$ cat src/rtl/gpr_pkg.sv
// Shared constants for the GPR writeback arbiter: widths, FSM state codes and the r0 select.
package gpr_pkg;
  localparam int unsigned GPR_DW = 32;
  localparam int unsigned GPR_AW = 5;

  localparam logic [1:0] ST_IDLE  = 2'd0;
  localparam logic [1:0] ST_HOLD  = 2'd1;
  localparam logic [1:0] ST_FORCE = 2'd2;

  localparam logic [GPR_AW-1:0] R0 = '0;
endpackage

$ cat src/rtl/wb_hold_buf.sv
// Single-entry holding register for a deferred MDU writeback result.
module wb_hold_buf #(
  parameter int unsigned DW = 32,
  parameter int unsigned AW = 5
) (
  input  logic          clk,
  input  logic          rst,
  input  logic          i_load,
  input  logic          i_drain,
  input  logic          i_squash,
  input  logic [AW-1:0] i_wsel,
  input  logic [DW-1:0] i_wdata,
  output logic          o_valid,
  output logic [AW-1:0] o_wsel,
  output logic [DW-1:0] o_wdata
);
  logic          r_valid;
  logic [AW-1:0] r_wsel;
  logic [DW-1:0] r_wdata;

  always_ff @(posedge clk or posedge rst) begin
    if (rst) begin
      r_valid <= 1'b0;
      r_wsel  <= '0;
      r_wdata <= '0;
    end else if (i_load) begin
      r_valid <= 1'b1;
      r_wsel  <= i_wsel;
      r_wdata <= i_wdata;
    end else if (i_drain || i_squash) begin
      r_valid <= 1'b0;
    end
  end

  assign o_valid = r_valid;
  assign o_wsel  = r_wsel;
  assign o_wdata = r_wdata;
endmodule

$ cat src/rtl/gpr_wb_arbiter.sv
// Arbitrates the GPR write port between the pipeline WB stage (priority) and the MDU,
// deferring one MDU result, squashing stale ones and forcing a one-cycle stall on starvation.
module gpr_wb_arbiter
  import gpr_pkg::*;
#(
  parameter int unsigned DW           = GPR_DW,
  parameter int unsigned AW           = GPR_AW,
  parameter int unsigned STARVE_LIMIT = 4
) (
  input  logic          clk,
  input  logic          rst,
  input  logic          pipe_we,
  input  logic [AW-1:0] pipe_wsel,
  input  logic [DW-1:0] pipe_wdata,
  input  logic          mdu_valid,
  output logic          mdu_ready,
  input  logic [AW-1:0] mdu_wsel,
  input  logic [DW-1:0] mdu_wdata,
  output logic          pipe_stall,
  output logic          gpr_we,
  output logic [AW-1:0] gpr_wsel,
  output logic [DW-1:0] gpr_wdata
);
  localparam int unsigned CW = $clog2(STARVE_LIMIT + 1);

  logic [1:0]    r_state, w_state_d;
  logic [CW-1:0] r_wait, w_wait_d;
  logic          r_gpr_we, w_gpr_we_d;
  logic [AW-1:0] r_gpr_wsel, w_gpr_wsel_d;
  logic [DW-1:0] r_gpr_wdata, w_gpr_wdata_d;
  logic          r_stall, w_stall_d;

  logic          w_buf_valid, w_load, w_drain, w_squash;
  logic [AW-1:0] w_buf_wsel;
  logic [DW-1:0] w_buf_wdata;
  logic          w_live, w_mdu_acc, w_mdu_nz;

  wb_hold_buf #(
    .DW(DW),
    .AW(AW)
  ) u_hold_buf (
    .clk     (clk),
    .rst     (rst),
    .i_load  (w_load),
    .i_drain (w_drain),
    .i_squash(w_squash),
    .i_wsel  (mdu_wsel),
    .i_wdata (mdu_wdata),
    .o_valid (w_buf_valid),
    .o_wsel  (w_buf_wsel),
    .o_wdata (w_buf_wdata)
  );

  always_comb begin
    w_live    = pipe_we && (pipe_wsel != AW'(R0)) && !r_stall;
    w_mdu_acc = mdu_valid && !w_buf_valid;
    // r0 MDU results are accepted but never written or buffered
    w_mdu_nz  = mdu_wsel != AW'(R0);

    w_state_d     = r_state;
    w_wait_d      = r_wait;
    w_gpr_we_d    = 1'b0;
    w_gpr_wsel_d  = r_gpr_wsel;
    w_gpr_wdata_d = r_gpr_wdata;
    w_stall_d     = 1'b0;
    w_load        = 1'b0;
    w_drain       = 1'b0;
    w_squash      = 1'b0;

    case (r_state)
      ST_HOLD: begin
        if (!w_live) begin
          w_gpr_we_d    = 1'b1;
          w_gpr_wsel_d  = w_buf_wsel;
          w_gpr_wdata_d = w_buf_wdata;
          w_drain       = 1'b1;
          w_state_d     = ST_IDLE;
        end else begin
          w_gpr_we_d    = 1'b1;
          w_gpr_wsel_d  = pipe_wsel;
          w_gpr_wdata_d = pipe_wdata;
          w_wait_d      = r_wait + CW'(1);
          if (pipe_wsel == w_buf_wsel) begin
            w_squash  = 1'b1;
            w_state_d = ST_IDLE;
          end else if (r_wait == CW'(STARVE_LIMIT - 1)) begin
            w_stall_d = 1'b1;
            w_state_d = ST_FORCE;
          end
        end
      end
      ST_FORCE: begin
        w_gpr_we_d    = 1'b1;
        w_gpr_wsel_d  = w_buf_wsel;
        w_gpr_wdata_d = w_buf_wdata;
        w_drain       = 1'b1;
        w_state_d     = ST_IDLE;
      end
      default: begin
        if (w_live) begin
          w_gpr_we_d    = 1'b1;
          w_gpr_wsel_d  = pipe_wsel;
          w_gpr_wdata_d = pipe_wdata;
          // Same-register MDU result is older than the pipe write: drop it
          if (w_mdu_acc && w_mdu_nz && (mdu_wsel != pipe_wsel)) begin
            w_load    = 1'b1;
            w_wait_d  = '0;
            w_state_d = ST_HOLD;
          end
        end else if (w_mdu_acc && w_mdu_nz) begin
          w_gpr_we_d    = 1'b1;
          w_gpr_wsel_d  = mdu_wsel;
          w_gpr_wdata_d = mdu_wdata;
        end
      end
    endcase
  end

  always_ff @(posedge clk or posedge rst) begin
    if (rst) begin
      r_state     <= ST_IDLE;
      r_wait      <= '0;
      r_gpr_we    <= 1'b0;
      r_gpr_wsel  <= '0;
      r_gpr_wdata <= '0;
      r_stall     <= 1'b0;
    end else begin
      r_state     <= w_state_d;
      r_wait      <= w_wait_d;
      r_gpr_we    <= w_gpr_we_d;
      r_gpr_wsel  <= w_gpr_wsel_d;
      r_gpr_wdata <= w_gpr_wdata_d;
      r_stall     <= w_stall_d;
    end
  end

  assign mdu_ready  = !w_buf_valid;
  assign pipe_stall = r_stall;
  assign gpr_we     = r_gpr_we;
  assign gpr_wsel   = r_gpr_wsel;
  assign gpr_wdata  = r_gpr_wdata;
endmodule

$ cat config.mk
export PLATFORM = sky130hd
export DESIGN_NAME = gpr_wb_arbiter
export DESIGN_NICKNAME = d
export VERILOG_FILES = /design/src/rtl/gpr_pkg.sv /design/src/rtl/wb_hold_buf.sv /design/src/rtl/gpr_wb_arbiter.sv
export SDC_FILE = /design/constraint.sdc
export NUM_CORES = 1
export LEC_CHECK = 0
export BUFFER_PORTS_ARGS = -buffer_cell sky130_fd_sc_hd__buf_2
export CORE_MARGIN = 1
export CORE_UTILIZATION = 45
export DETAILED_ROUTE_END_ITERATION = 16
export HOLD_SLACK_MARGIN = 0.06
export PLACE_DENSITY_LB_ADDON = 0.12
export SYNTH_ARGS = -nofsm -noshare
export SYNTH_HDL_FRONTEND = slang
export SYNTH_SLANG_ARGS = --single-unit
$ cat constraint.sdc
create_clock -name clk -period 3.2 [get_ports clk]
set_input_delay 0.64 -clock clk [delete_from_list [all_inputs] [get_ports clk]]
set_output_delay 0.64 -clock clk [all_outputs]
set_load 0.005 [all_outputs]
# Word level (Yosys, flattened, before mapping)
# Index checks and enable logic that the tools add are counted.
# totals
ram_bits	0
mem_count	0
regBits	82
latchBits	0
input_bits	78
romBits	0
out_inout_bits	40
# classes
div	0
shifts	0
order_cmp	0
n_reduce_logical	18
multipliers	0
n_eq_ne	6
add_sub_neg	1
bitwise	1
muxes	35
# op_table
operator	count
$mux W32	3
$pmux W32 S2	1
$mux W1	16
$mux W5	3
$mux W2	5
$pmux W5 S2	1
$reduce_bool A5 Y1	2
$mux W3	3
$pmux W3 S2	1
$reduce_and A3 Y1	2
$reduce_bool A3 Y1	2
$eq A5 B5 Y1	1
$logic_and A1 B1 Y1	5
$ne A5 B5 Y1	1
$ne A4 B4 Y1 const B	1
$pmux W2 S2	1
$reduce_bool A2 Y1	2
$reduce_bool A4 Y1	1
$add A3 B1 Y3 const B	1
$eq A3 B2 Y1 const B	1
$eq A2 B1 Y1 const B	1
$eq A2 B2 Y1 const B	1
$logic_not A1 Y1	2
$pmux W1 S2	1
3 further kinds	3

# Logic depth before layout (Yosys ltp)
# depth
word_depth	8
mapped_depth	8
ltp_nobuf	7

# Hierarchy
# From an unflattened synthesis, not the netlist that was laid out.
# hier_totals
hier_cells	387
hier_area_um2	4092.7
# modules_own_cells
module	n_inst	seq_area_each_um2	cells_per_inst	area_per_inst_um2
gpr_wb_arbiter	1	1101.1	305	2600.0
wb_hold_buf	1	950.9	82	1492.7

# Worst setup path after synthesis
# OpenSTA, ideal clock, no wires.
# synth_path
path_type	input -> register
start	input mdu_wsel[0]
end	register u_hold_buf.r_wdata[10], in the netlist u_hold_buf.o_wdata[10]
path_buffers	2
setup_ns	0.127
t_arrival_ns	2.136
path_stages	7
slack_ns	0.937
path_cell_list	or4_1 -> o211ai_2 -> a211oi_2 -> nand2_1 -> buf_6 -> buf_8 -> mux2_1
# synth_via
elab_chain_len	6
word_cells_on_any_way	7
# synth_lines
element	line	source
start, declared	gpr_wb_arbiter.sv:17	input logic [AW-1:0] mdu_wsel,
$reduce_bool A5 Y1	gpr_wb_arbiter.sv:58	w_mdu_nz = mdu_wsel != AW'(R0);
$logic_and A1 B1 Y1	gpr_wb_arbiter.sv:105	if (w_mdu_acc && w_mdu_nz && (mdu_wsel != pipe_wsel)) begin
$logic_and A1 B1 Y1 (*)	gpr_wb_arbiter.sv:105	
$mux W1 (*)	gpr_wb_arbiter.sv:105	
$mux W1 (*)	gpr_wb_arbiter.sv:100	if (w_live) begin
$mux W1 (*)	gpr_wb_arbiter.sv:70	case (r_state)
end signal, assigned	wb_hold_buf.sv:29	r_wdata <= i_wdata;
end, declared	wb_hold_buf.sv:19	logic [DW-1:0] r_wdata;
# Mark *: on every way between the ends. The rest lies on a longest branch, timed or not.
# A chain may end at the register's enable or synchronous reset.

# Final worst setup path
# layout_path
start	input mdu_wsel[0]
end	register u_hold_buf.r_wdata[17], in the netlist u_hold_buf.o_wdata[17]
# The elaborated chain is that of the path after synthesis.

==> reports/results.txt <==
Cells fill 58.2% of the core in the end. After detailed placement, the total cell area comes to 4630 sq um. In this run, distinct cell masters in the synthesized netlist total 37.

The tools report the sum of internal, switching and leakage power as 4.44 mW. Port buffering added 117 buffers. The detailed-route DRC error count was 0.

The worst hold path belongs to the class in -> async. In this run the standard cell core region covers 8340 sq um. The async set-or-reset flop fraction in the synthesized netlist was 100%; the number of clock buffers inserted by TritonCTS was 9. The pin count of the biggest net entering global routing was 33; the number of vias per cell was 5.35.

The root buffer selected by CTS was clkbuf_8. Die extent in x: 95.5 um. For the area of all placed cells without fillers, the log shows 4850 sq um.

Of all cell types, the one taking the most synthesized area is dfrtp_1. The die extent in y was 95.5 um. STA puts the critical path data arrival time at 2.50 ns. The run gives 0 as the count of synthesis-stage warnings from yosys. The tree built by TritonCTS fans out to 82 sinks. TritonCTS built the clock tree.

Synthesis produced a netlist with a net count of 469. The tools report the required arrival time at the worst endpoint as 3.44 ns. The pin slew with the least headroom to its limit is 0.479 ns. The tool flagged a number of max-cap violations equal to 0.

The number of routed nets with antenna violations came out at 0. No sink is reached through more buffers than the 2 on the longest clock path. The routed layout has 3288 vias. The run gives 0 as the number of hold-repair buffers added at the cts stage.

In the final routed layout, each cell accounts on average for 15.7 um. Timing analysis after detailed placement gives a worst setup slack of 0.564 ns. The sequential share of the synthesized area is 52.2%, and the number of H-tree branching levels is 3. The analysis attributes to cell leakage a power of 2.38 nW. The final critical path takes up 70.7% of the cycle.

The latest clock arrival within the worst-skew pair was 0.35 ns. Setup violations remaining at the end of the flow were counted as 0. Derived from the worst setup path, the maximum achievable clock frequency is 442 MHz. The placed wire-length estimate after detailed placement was 6710 um. Sorting the synthesized cells by how often they occur yields dfrtp_1 (82), nor2_1 (75), nand2_1 (47).

The number of hold violations in the final report was 0. The peak fanout along the critical path is 18, and the average cell area after synthesis is 10.2 sq um. The clock-pin slew on the worst setup and hold paths was 0.08 ns; the area growth from synthesis to layout was 23.4%.

The initial antenna violation count is 0, and the worst slew margin relative to its limit is 68.0%. Clock skew on the completed layout was measured at 0.00800 ns. The global-route wire length before repair was 15600 um. The flow ran to the end, and the final reports show no timing, DRC or antenna violations. After layout, the minimum clock period comes to 2.26 ns. The via count of the first global-routing pass is 3173, and the ratio of total power to cell area is 914 nW/um^2. Global routing finished with a remaining overflow of 0. Total of flip-flops plus latches after synthesis: 82.

The post-synthesis cell count was 387. In this run the post-CTS setup repair buffer count came out at 0. After routing, the total negative slack on setup checks comes to 0 ns. The worst-case IR drop observed on VDD is 0.347 mV. Yosys mapped a number of flops with a built-in enable equal to 0. By area the synthesized netlist is led by dfrtp_1 (52%), nor2_1 (7.2%), a2bb2oi_1 (7.1%).

The cell with the most instances after synthesis was dfrtp_1. Setup repair after global routing left no endpoint under its margin. The endpoint type of the worst setup path was a register. Of the cells placed in the final design, the portion with a size suffix greater than 1 is 33.3%. The placer congestion estimate is 0.873, and the total routing resource utilization after global routing is 22.7%.

Summed instance area of the synthesized netlist: 3930 sq um. The most used flip-flop cell after synthesis is dfrtp_1. The area fraction of the dominant cell type after synthesis is 52.2%, and the final antenna diode count is 0.

Detailed router's first-iteration violation count: 114. After floorplanning, the core was divided into 33 placement rows. Wires add up to 9660 um.

The worst setup path is launched from an input port. For the boundary pin count, the log shows 118. The critical path start-end classification is in -> reg. The net count of the finished layout is 587. In the post-route analysis, the smallest setup slack over all paths is 0.938 ns.

The tools report the max-slew violation count as 0. Number of gates given a new drive strength after cts: 0. The area of the die came out at 9120 sq um. The pre-antenna-repair detailed-routing pass consisted of 4 iterations. The initial utilization of the core area, before any placement, comes to 47.1%.
==> cells in the final DEF (no fill, tap or decap), drive strengths merged, types with 2 or more instances in the layout <==
| master | n |
|---|---|
| a21oi | 34 |
| a2bb2oi | 32 |
| a31oi | 7 |
| buf | 129 |
| bufinv | 2 |
| clkbuf | 9 |
| clkinv | 2 |
| dfrtp | 82 |
| ha | 4 |
| inv | 11 |
| mux2 | 37 |
| nand2 | 47 |
| nand2b | 2 |
| nand3 | 3 |
| nand3b | 2 |
| nor2 | 75 |
| o211ai | 2 |
| o21ai | 5 |
| xnor2 | 5 |
| xor2 | 5 |
==> metal layers <==
metal  vias to the layer above  GRT usage, %  wire length, um
met5                         -             0                0
met3                        20          4.63              483
li1                       1573             -                -
met4                         0          10.7              222
met2                        95          36.8             4740
met1                      1600          29.2             4220
==> logic make-up after synthesis <==
family                   Yosys count  synth area share (%)
multiplexers                      38                  10.8
AO/OA/AOI/OAI                     88                  15.6
adder cells (fa/ha/maj)            4                  1.27
flip-flops                        82                  52.2
buffers and inverters             31                  4.39
XOR/XNOR                          10                  2.23
AND/OR/NAND/NOR                  134                  13.5
==> power breakdown <==
group	total [mW]	internal (mW)	switching, mW
Sequential	1.80	1.54	0.269
Combinational	1.79	0.865	0.921
Clock	0.846	0.446	0.399
Total	4.44	2.85	1.59
==> cell type report <==
class	count	area (sq um)
fill	791	3490
tap	105	131
clock buffer	9	124
timing repair buffer	129	676
multi-input combinational	274	1740
sequential	82	2050
clock inverter	7	98.8
inverter	9	35.0
==> through the flow <==
stage,hold WS (ns),std cells
6_report,0.279,615
5_1_grt,0.308,615
4_1_cts,0.283,615
3_5_place_dp,0.481,599
3_3_place_gp,0.474,599
2_1_floorplan,0.464,387
==> critical path, cell delays in order <==
cell      delay [ns]
buf_2           0.12
or4_1           0.56
o211ai_4        0.24
a211oi_2        0.11
nand2_2         0.16
buf_4           0.29
mux2_2          0.37
==> worst paths after layout <==
check	slack, ns	from	depth (start not counted)	to
setup reg to reg	0.99	r_state[1]	7	gpr_wdata[30]
hold reg to reg	0.50	u_hold_buf.o_wdata[9]	1	u_hold_buf.o_wdata[9]
hold / removal	0.28	rst	2	gpr_wdata[4]
max in group asynchronous	2.18	rst	3	u_hold_buf.o_wdata[30]
min in group clk	0.50	u_hold_buf.o_wdata[9]	1	u_hold_buf.o_wdata[9]
setup / recovery	0.94	mdu_wsel[0]	7	u_hold_buf.o_wdata[17]
==> sequential cells by signal, indices dropped and copies added (netlist names) <==
signal              cells
gpr_we                  1
r_state                 2
gpr_wdata              32
u_hold_buf.o_wdata     32
u_hold_buf.o_wsel       5
r_wait                  3
gpr_wsel                5
pipe_stall              1
u_hold_buf.o_valid      1
Note: power is estimated with default switching activity, not from simulation.
